$ cat src/rtl/sap1_pkg.sv
// Shared SAP-1 definitions: opcode encodings, loader state type and instruction packing.
package sap1_pkg;

    localparam logic [3:0] LDA = 4'h0;
    localparam logic [3:0] ADD = 4'h1;
    localparam logic [3:0] SUB = 4'h2;
    localparam logic [3:0] OUT = 4'hE;
    localparam logic [3:0] HLT = 4'hF;

    typedef enum logic [1:0] {
        OCIOSO,
        CARGA,
        CONCLUIDO
    } estado_carga_t;

    // Upper nibble opcode, lower nibble operand address.
    function automatic logic [7:0] instrucao(input logic [3:0] op, input logic [3:0] arg);
        return {op, arg};
    endfunction

endpackage

$ cat src/rtl/ram_programavel_if.sv
// Bus bundle between the SAP-1 datapath/loader host (master) and the program RAM (slave).
interface ram_programavel_if #(
    parameter int LARGURA_DADO = 8,
    parameter int LARGURA_END  = 4
);
    logic                    CE;
    logic                    ciclo_busca;
    logic [LARGURA_END-1:0]  endereco_pc;
    logic [LARGURA_END-1:0]  endereco_dado;
    logic                    WE;
    logic [LARGURA_DADO-1:0] dado_escrita;
    logic [LARGURA_DADO-1:0] barramento_w;
    logic                    barramento_oe;
    logic                    modo_prog;
    logic                    carga_valido;
    logic [LARGURA_DADO-1:0] carga_dado;
    logic                    carga_pronto;
    logic                    carga_fim;
    logic                    erro_conflito;

    modport master (
        output CE, ciclo_busca, endereco_pc, endereco_dado, WE, dado_escrita,
        output modo_prog, carga_valido, carga_dado,
        input  barramento_w, barramento_oe, carga_pronto, carga_fim, erro_conflito
    );

    modport slave (
        input  CE, ciclo_busca, endereco_pc, endereco_dado, WE, dado_escrita,
        input  modo_prog, carga_valido, carga_dado,
        output barramento_w, barramento_oe, carga_pronto, carga_fim, erro_conflito
    );

endinterface

$ cat src/rtl/ram_programavel_carregador.sv
// Byte-stream loader: walks a pointer through the whole memory while modo_prog is held,
// emitting one write strobe per accepted byte.
module carregador_ram
    import sap1_pkg::*;
#(
    parameter int LARGURA_DADO = 8,
    parameter int LARGURA_END  = 4
) (
    input  logic                    clk,
    input  logic                    clr,
    input  logic                    modo_prog,
    input  logic                    carga_valido,
    input  logic [LARGURA_DADO-1:0] carga_dado,
    output logic                    carga_pronto,
    output logic                    carga_fim,
    output logic                    escrita_en,
    output logic [LARGURA_END-1:0]  escrita_end,
    output logic [LARGURA_DADO-1:0] escrita_dado
);

    localparam logic [LARGURA_END-1:0] PTR_MAX = '1;

    estado_carga_t          estado_q, estado_d;
    logic [LARGURA_END-1:0] ptr_q, ptr_d;
    logic                   aceite;

    always_ff @(posedge clk) begin
        if (clr) begin
            estado_q <= OCIOSO;
            ptr_q    <= '0;
        end else begin
            estado_q <= estado_d;
            ptr_q    <= ptr_d;
        end
    end

    always_comb begin
        estado_d     = estado_q;
        ptr_d        = ptr_q;
        carga_pronto = 1'b0;
        carga_fim    = 1'b0;
        aceite       = 1'b0;
        case (estado_q)
            OCIOSO: begin
                ptr_d = '0;
                if (modo_prog) estado_d = CARGA;
            end
            CARGA: begin
                // Ready only while the host still owns the memory, so a byte offered in the
                // cycle modo_prog drops is never half-accepted.
                carga_pronto = modo_prog;
                aceite       = carga_valido & modo_prog;
                if (!modo_prog) begin
                    estado_d = OCIOSO;
                    ptr_d    = '0;
                end else if (carga_valido) begin
                    ptr_d = ptr_q + 1'b1;
                    if (ptr_q == PTR_MAX) estado_d = CONCLUIDO;
                end
            end
            CONCLUIDO: begin
                carga_fim = 1'b1;
                if (!modo_prog) estado_d = OCIOSO;
            end
            default: begin
                estado_d = OCIOSO;
                ptr_d    = '0;
            end
        endcase
    end

    assign escrita_en   = aceite;
    assign escrita_end  = ptr_q;
    assign escrita_dado = carga_dado;

endmodule

$ cat src/rtl/ram_programavel.sv
// SAP-1 program/data RAM: registered read onto the W bus, CPU write port and byte loader
// sharing a single synchronous memory array.
module ram_programavel
    import sap1_pkg::*;
#(
    parameter int LARGURA_DADO     = 8,
    parameter int LARGURA_END      = 4,
    parameter int USAR_PROG_PADRAO = 1
) (
    input logic            clk,
    input logic            clr,
    ram_programavel_if.slave bus
);

    localparam int PROFUNDIDADE = 2 ** LARGURA_END;
    localparam bit USA_IMAGEM   = (USAR_PROG_PADRAO != 0) && (LARGURA_DADO == 8) && (LARGURA_END == 4);

    logic                    carga_we;
    logic [LARGURA_END-1:0]  carga_end;
    logic [LARGURA_DADO-1:0] carga_dado_w;

    logic                    ler;
    logic [LARGURA_END-1:0]  end_leitura;
    logic                    mem_we;
    logic [LARGURA_END-1:0]  mem_end;
    logic [LARGURA_DADO-1:0] mem_dado;

    logic [LARGURA_DADO-1:0] barramento_w_q;
    logic                    barramento_oe_q, barramento_oe_d;
    logic                    erro_conflito_q, erro_conflito_d;

    carregador_ram #(
        .LARGURA_DADO(LARGURA_DADO),
        .LARGURA_END (LARGURA_END)
    ) u_carregador (
        .clk         (clk),
        .clr         (clr),
        .modo_prog   (bus.modo_prog),
        .carga_valido(bus.carga_valido),
        .carga_dado  (bus.carga_dado),
        .carga_pronto(bus.carga_pronto),
        .carga_fim   (bus.carga_fim),
        .escrita_en  (carga_we),
        .escrita_end (carga_end),
        .escrita_dado(carga_dado_w)
    );

    always_comb begin
        ler         = !bus.modo_prog && !bus.CE;
        end_leitura = bus.ciclo_busca ? bus.endereco_pc : bus.endereco_dado;
        mem_we      = 1'b0;
        mem_end     = bus.endereco_dado;
        mem_dado    = bus.dado_escrita;
        // Loader and CPU never write together: modo_prog hands the single port to the loader.
        if (bus.modo_prog) begin
            mem_we   = carga_we && !clr;
            mem_end  = carga_end;
            mem_dado = carga_dado_w;
        end else begin
            mem_we   = bus.WE && bus.CE && !clr;
        end
        barramento_oe_d = ler;
        erro_conflito_d = erro_conflito_q || (!bus.modo_prog && bus.WE && !bus.CE);
    end

    always_ff @(posedge clk) begin
        if (clr) begin
            barramento_oe_q <= 1'b0;
            erro_conflito_q <= 1'b0;
        end else begin
            barramento_oe_q <= barramento_oe_d;
            erro_conflito_q <= erro_conflito_d;
        end
    end

    // Storage is duplicated per branch only so the demo image can be attached as the
    // array's power-up contents; both branches behave identically afterwards.
    generate
        if (USA_IMAGEM) begin : g_mem
            logic [LARGURA_DADO-1:0] mem_q [PROFUNDIDADE] = '{
                0:  instrucao(LDA, 4'd10),
                1:  instrucao(ADD, 4'd11),
                2:  instrucao(ADD, 4'd12),
                3:  instrucao(SUB, 4'd13),
                4:  instrucao(OUT, 4'd0),
                5:  instrucao(HLT, 4'd0),
                10: 8'd1,
                11: 8'd4,
                12: 8'd5,
                13: 8'd6,
                default: '0
            };

            always_ff @(posedge clk) begin
                if (mem_we) mem_q[mem_end] <= mem_dado;
                if (clr) barramento_w_q <= '0;
                else if (ler) barramento_w_q <= mem_q[end_leitura];
            end
        end else begin : g_mem
            logic [LARGURA_DADO-1:0] mem_q [PROFUNDIDADE] = '{default: '0};

            always_ff @(posedge clk) begin
                if (mem_we) mem_q[mem_end] <= mem_dado;
                if (clr) barramento_w_q <= '0;
                else if (ler) barramento_w_q <= mem_q[end_leitura];
            end
        end
    endgenerate

    assign bus.barramento_w  = barramento_w_q;
    assign bus.barramento_oe = barramento_oe_q;
    assign bus.erro_conflito = erro_conflito_q;

endmodule
$ cat src/flat_wrapper.sv
// flat-port wrapper written by rule: the top's interface ports become plain ports
module ram_programavel_flat import sap1_pkg::*;
#(
    parameter int LARGURA_DADO     = 8,
    parameter int LARGURA_END      = 4,
    parameter int USAR_PROG_PADRAO = 1
)
  (clk, clr, bus_CE, bus_ciclo_busca, bus_endereco_pc, bus_endereco_dado, bus_WE, bus_dado_escrita, bus_modo_prog, bus_carga_valido, bus_carga_dado, bus_barramento_w, bus_barramento_oe, bus_carga_pronto, bus_carga_fim, bus_erro_conflito);
  ram_programavel_if #(.LARGURA_DADO(LARGURA_DADO), .LARGURA_END(LARGURA_END)) bus_i ();
  input logic clk;
  input logic clr;
  input wire logic [$bits(bus_i.CE)-1:0] bus_CE;
  input wire logic [$bits(bus_i.ciclo_busca)-1:0] bus_ciclo_busca;
  input wire logic [$bits(bus_i.endereco_pc)-1:0] bus_endereco_pc;
  input wire logic [$bits(bus_i.endereco_dado)-1:0] bus_endereco_dado;
  input wire logic [$bits(bus_i.WE)-1:0] bus_WE;
  input wire logic [$bits(bus_i.dado_escrita)-1:0] bus_dado_escrita;
  input wire logic [$bits(bus_i.modo_prog)-1:0] bus_modo_prog;
  input wire logic [$bits(bus_i.carga_valido)-1:0] bus_carga_valido;
  input wire logic [$bits(bus_i.carga_dado)-1:0] bus_carga_dado;
  output wire logic [$bits(bus_i.barramento_w)-1:0] bus_barramento_w;
  output wire logic [$bits(bus_i.barramento_oe)-1:0] bus_barramento_oe;
  output wire logic [$bits(bus_i.carga_pronto)-1:0] bus_carga_pronto;
  output wire logic [$bits(bus_i.carga_fim)-1:0] bus_carga_fim;
  output wire logic [$bits(bus_i.erro_conflito)-1:0] bus_erro_conflito;
  assign bus_i.CE = bus_CE;
  assign bus_i.ciclo_busca = bus_ciclo_busca;
  assign bus_i.endereco_pc = bus_endereco_pc;
  assign bus_i.endereco_dado = bus_endereco_dado;
  assign bus_i.WE = bus_WE;
  assign bus_i.dado_escrita = bus_dado_escrita;
  assign bus_i.modo_prog = bus_modo_prog;
  assign bus_i.carga_valido = bus_carga_valido;
  assign bus_i.carga_dado = bus_carga_dado;
  assign bus_barramento_w = bus_i.barramento_w;
  assign bus_barramento_oe = bus_i.barramento_oe;
  assign bus_carga_pronto = bus_i.carga_pronto;
  assign bus_carga_fim = bus_i.carga_fim;
  assign bus_erro_conflito = bus_i.erro_conflito;
  ram_programavel #(.LARGURA_DADO(LARGURA_DADO), .LARGURA_END(LARGURA_END), .USAR_PROG_PADRAO(USAR_PROG_PADRAO)) u_core (.clk(clk), .clr(clr), .bus(bus_i));
endmodule
$ cat config.mk
export PLATFORM = sky130hd
export DESIGN_NAME = ram_programavel_flat
export DESIGN_NICKNAME = d
export VERILOG_FILES = /design/src/rtl/sap1_pkg.sv /design/src/rtl/ram_programavel_if.sv /design/src/rtl/ram_programavel_carregador.sv /design/src/rtl/ram_programavel.sv /design/src/flat_wrapper.sv
export SDC_FILE = /design/constraint.sdc
export NUM_CORES = 1
export LEC_CHECK = 0
export CORE_MARGIN = 3
export CORE_UTILIZATION = 59
export CTS_CLUSTER_DIAMETER = 40
export DETAILED_ROUTE_END_ITERATION = 10
export PLACE_DENSITY = 0.79
export SYNTH_ARGS = -nofsm -noshare
export SYNTH_HDL_FRONTEND = slang
export SYNTH_SLANG_ARGS = --single-unit
$ cat constraint.sdc
create_clock -name clk -period 2.5 [get_ports clk]
set_clock_uncertainty 0.15 [all_clocks]
set_input_delay 0.375 -clock clk [delete_from_list [all_inputs] [get_ports clk]]
set_output_delay 0.375 -clock clk [all_outputs]
set_load 0.01 [all_outputs]
==> metrics <==
share of layout cells above drive strength 1 between 10% and 20%; htree depth 4; final core occ between 70% and 80%; Worst Setup Path Type primary input to primary output; Synth Area in XOR/XNOR 0%; FILL cells roughly 720; post-DP HPWL 12040 microns; Port Buffers 42; Synth Register Bits 144; Post-layout nets just over 700; post-synth cell types 45; largest stage delay on the critical path around 0.53 ns; post-route ant nets 0; HP Class flop to flop; first-pass GRT wire length a little under 30000 microns; Final Hold Viols 0; Num CTS Buffers 17; vias per cell between 6 and 7; CP dominant cell by count clkdlybuf4s50_1; CTS Sinks approximately 140; Total Routing Usage GR around 29%; initial antenna violation count 0; Avg WL per Cell 22.41 microns; Fin Setup TNS 0 ns; die area 13390 sq um; WL final roughly 19000 microns; Placer Congestion ~0.86; Syn Nets between 600 and 700; Setup Viol. Count Final 0; synth top area cells edfxtp_1, nor2b_1, o22ai_1; largest family of logic cells by synthesized area simple AND/OR/NAND/NOR gates; RSZ-0062 raised after global routing false; post-synth top area share a little over half; vias in the first global route approximately 5300; CTS tree built; max cap viols 0; Vias 5385; CTS clock-pin slew for the worst setup and hold paths approximately 0.06 ns; Worst EP required 1.98 ns; critical path peak fanout 4; CP max-delay cell clkdlybuf4s50_1; Mapped Cells 612; Design Area, Final about 8500 sq um; adder-cell share of the synthesized area less than 1%; pwr dens approximately 700 nW/um^2; root buf cell clkbuf_16; Rows 39; grt total ovfl 0; Starting Density 61.39%; Slew Limit Fails 0; Fmax 441.1 MHz; Synth Area per Inst between 10 and 15 sq um; crit path capture type primary output; Core Footprint around 12000 sq um; hold_buf cts 0; DIE HEIGHT between 100 and 150 microns; largest net degree at the start of global routing 33; status complete, no violations; largest area contributor in the netlist edfxtp_1; clk_lat worst skew about 0.42 ns; Layout Cells excl Fill just over 800; Rel. slew slack roughly half; cts repair resizes 0; period utilization between 90 and 100%; sequential area share after synthesis roughly three fifths; placed cell area ~7800 sq um; Tmin final between 2 and 2.5 ns; Clock Path Buffers 2; number of remaining DRC errors 0; post-synthesis compound-gate area fraction between 10% and 20%; worst path cell trace clkdlybuf4s50_1, nand3b_1, inv_1, buf_4, clkdlybuf4s50_1; Die Width between 100 and 150 microns; worst vdd ir 0.0004519 V; critical path arrival ~1.7 ns; Pleak between 0.002 and 0.003 uW; Initial DRC Count just under 700; area of the multi-input gates about 2600 sq um; Tightest Pin Transition 0.7280 ns; synth warn 0; portion of netlist area occupied by mux cells approximately 2.3%; Reg area about 4200 sq um; Setup Buffers After CTS 0; Worst setup SP type primary input; drt pass-1 iters 5; I/O pin cnt 43; Layout Area Growth over Synthesis 19.23%; simple-gate portion of the synthesized area between 10% and 20%; dpl cells around 800; n_diodes 0; Syn Std Cell Area just over 7000 sq um
==> placed cells by master, fill, tap and decap left out, drive strengths merged, types with 3 or more instances in the layout <==
cell type      netlist  routed
a31oi                5       5
a211oi              17      17
inv                 37      41
nor2b              127     127
o22ai               64      64
clkbuf               9      17
clkdlybuf4s50        0      40
a221oi              32      32
mux2i                3       3
bufinv               0       4
nand2               36      36
a21oi               13      13
nand3                6       6
nor3                 3       3
mux2                11      11
edfxtp             128     128
dfxtp               16      16
buf                 29      41
nor2                37      37
o21ai               19      19
clkinv               0       5
==> cell families after synthesis <==
kind of cell / after synthesis
AO/OA/AOI/OAI: 153
adder cells (fa/ha/maj): 1
buffers and inverters: 75
flip-flops: 144
multiplexers: 14
AND/OR/NAND/NOR: 225
==> report_power, final <==
| part | internal [uW] | switching (uW) |
|---|---|---|
| Sequential | 2650 | 10.7 |
| Combinational | 224 | 366 |
| Clock | 1680 | 1000 |
==> cell usage after synthesis, drive strengths merged <==
master  number
a21oi       13
nor2b      127
dfxtp       16
a221oi      32
a32oi        1
nand3        6
o21ai       19
and2         1
and3b        1
nor4bb       1
mux2        11
and2b        1
mux2i        3
or2b         2
buf         29
clkbuf       9
nand3b       2
inv         37
edfxtp     128
o22ai       64
nor3         3
a31oi        5
o22a         1
o21a         1
ha           1
nand2b       2
nand4        2
nand2       36
a211oi      17
or2          2
nor2        37
nor3b        2
==> final timing paths <==
path | start | to | slack [ns] | depth (start not counted)
min | u_core.u_carregador.estado_q[1] | u_core.u_carregador.estado_q[0] | 0.33 | 1
max | bus_modo_prog | bus_carga_pronto | 0.23 | 5
max reg2reg | u_core.u_carregador.estado_q[1] | u_core.g_mem.mem_q[4][3] | 0.48 | 7
min reg2reg | u_core.u_carregador.estado_q[1] | u_core.u_carregador.estado_q[0] | 0.33 | 1
==> state kept, by name (all words and copies together) (netlist names) <==
name,cells
u_core.bus.barramento_oe,1
u_core.bus.erro_conflito,1
u_core.u_carregador.estado_q,2
u_core.u_carregador.escrita_end,4
u_core.g_mem.mem_q,128
u_core.bus.barramento_w,8
==> worst max-delay path, delay by kind of cell <==
kind,cells,cell delay (ns)
buf+inv,4,1.26
simple gates,1,0.11
==> area by class of cell <==
| class | count | share of cell area (%) |
|---|---|---|
| clock buffer | 17 | 5.026 |
| tap | 143 | 2.114 |
| multi-input combinational | 393 | 30.39 |
| timing repair buffer | 81 | 9.194 |
| clock inverter | 15 | 2.439 |
| sequential | 144 | 49.19 |
| inverter | 37 | 1.641 |
==> layer usage <==
layer	part of all wire, %	wire length, microns	global-route usage, %
met3	9.7	1798	5.901
met5	0	0	0
met2	48	8923	47.42
met1	40	7371	39.90
met4	2.7	506	10.83
==> metrics by stage <==
| step | total power (uW) | hold slack [ns] | setup slack, ns |
|---|---|---|---|
| finish | 5939 | 0.3304 | 0.2331 |
| global placement | 3271 | 0.3130 | -0.1565 |
| detailed placement | 3289 | 0.3253 | -0.1629 |
| global route | 6104 | 0.3680 | 0.1022 |
| CTS | 5939 | 0.3302 | 0.2372 |
| floorplan | 3050 | 0.2800 | 0.2813 |
Power figures use the tool's default switching activity.
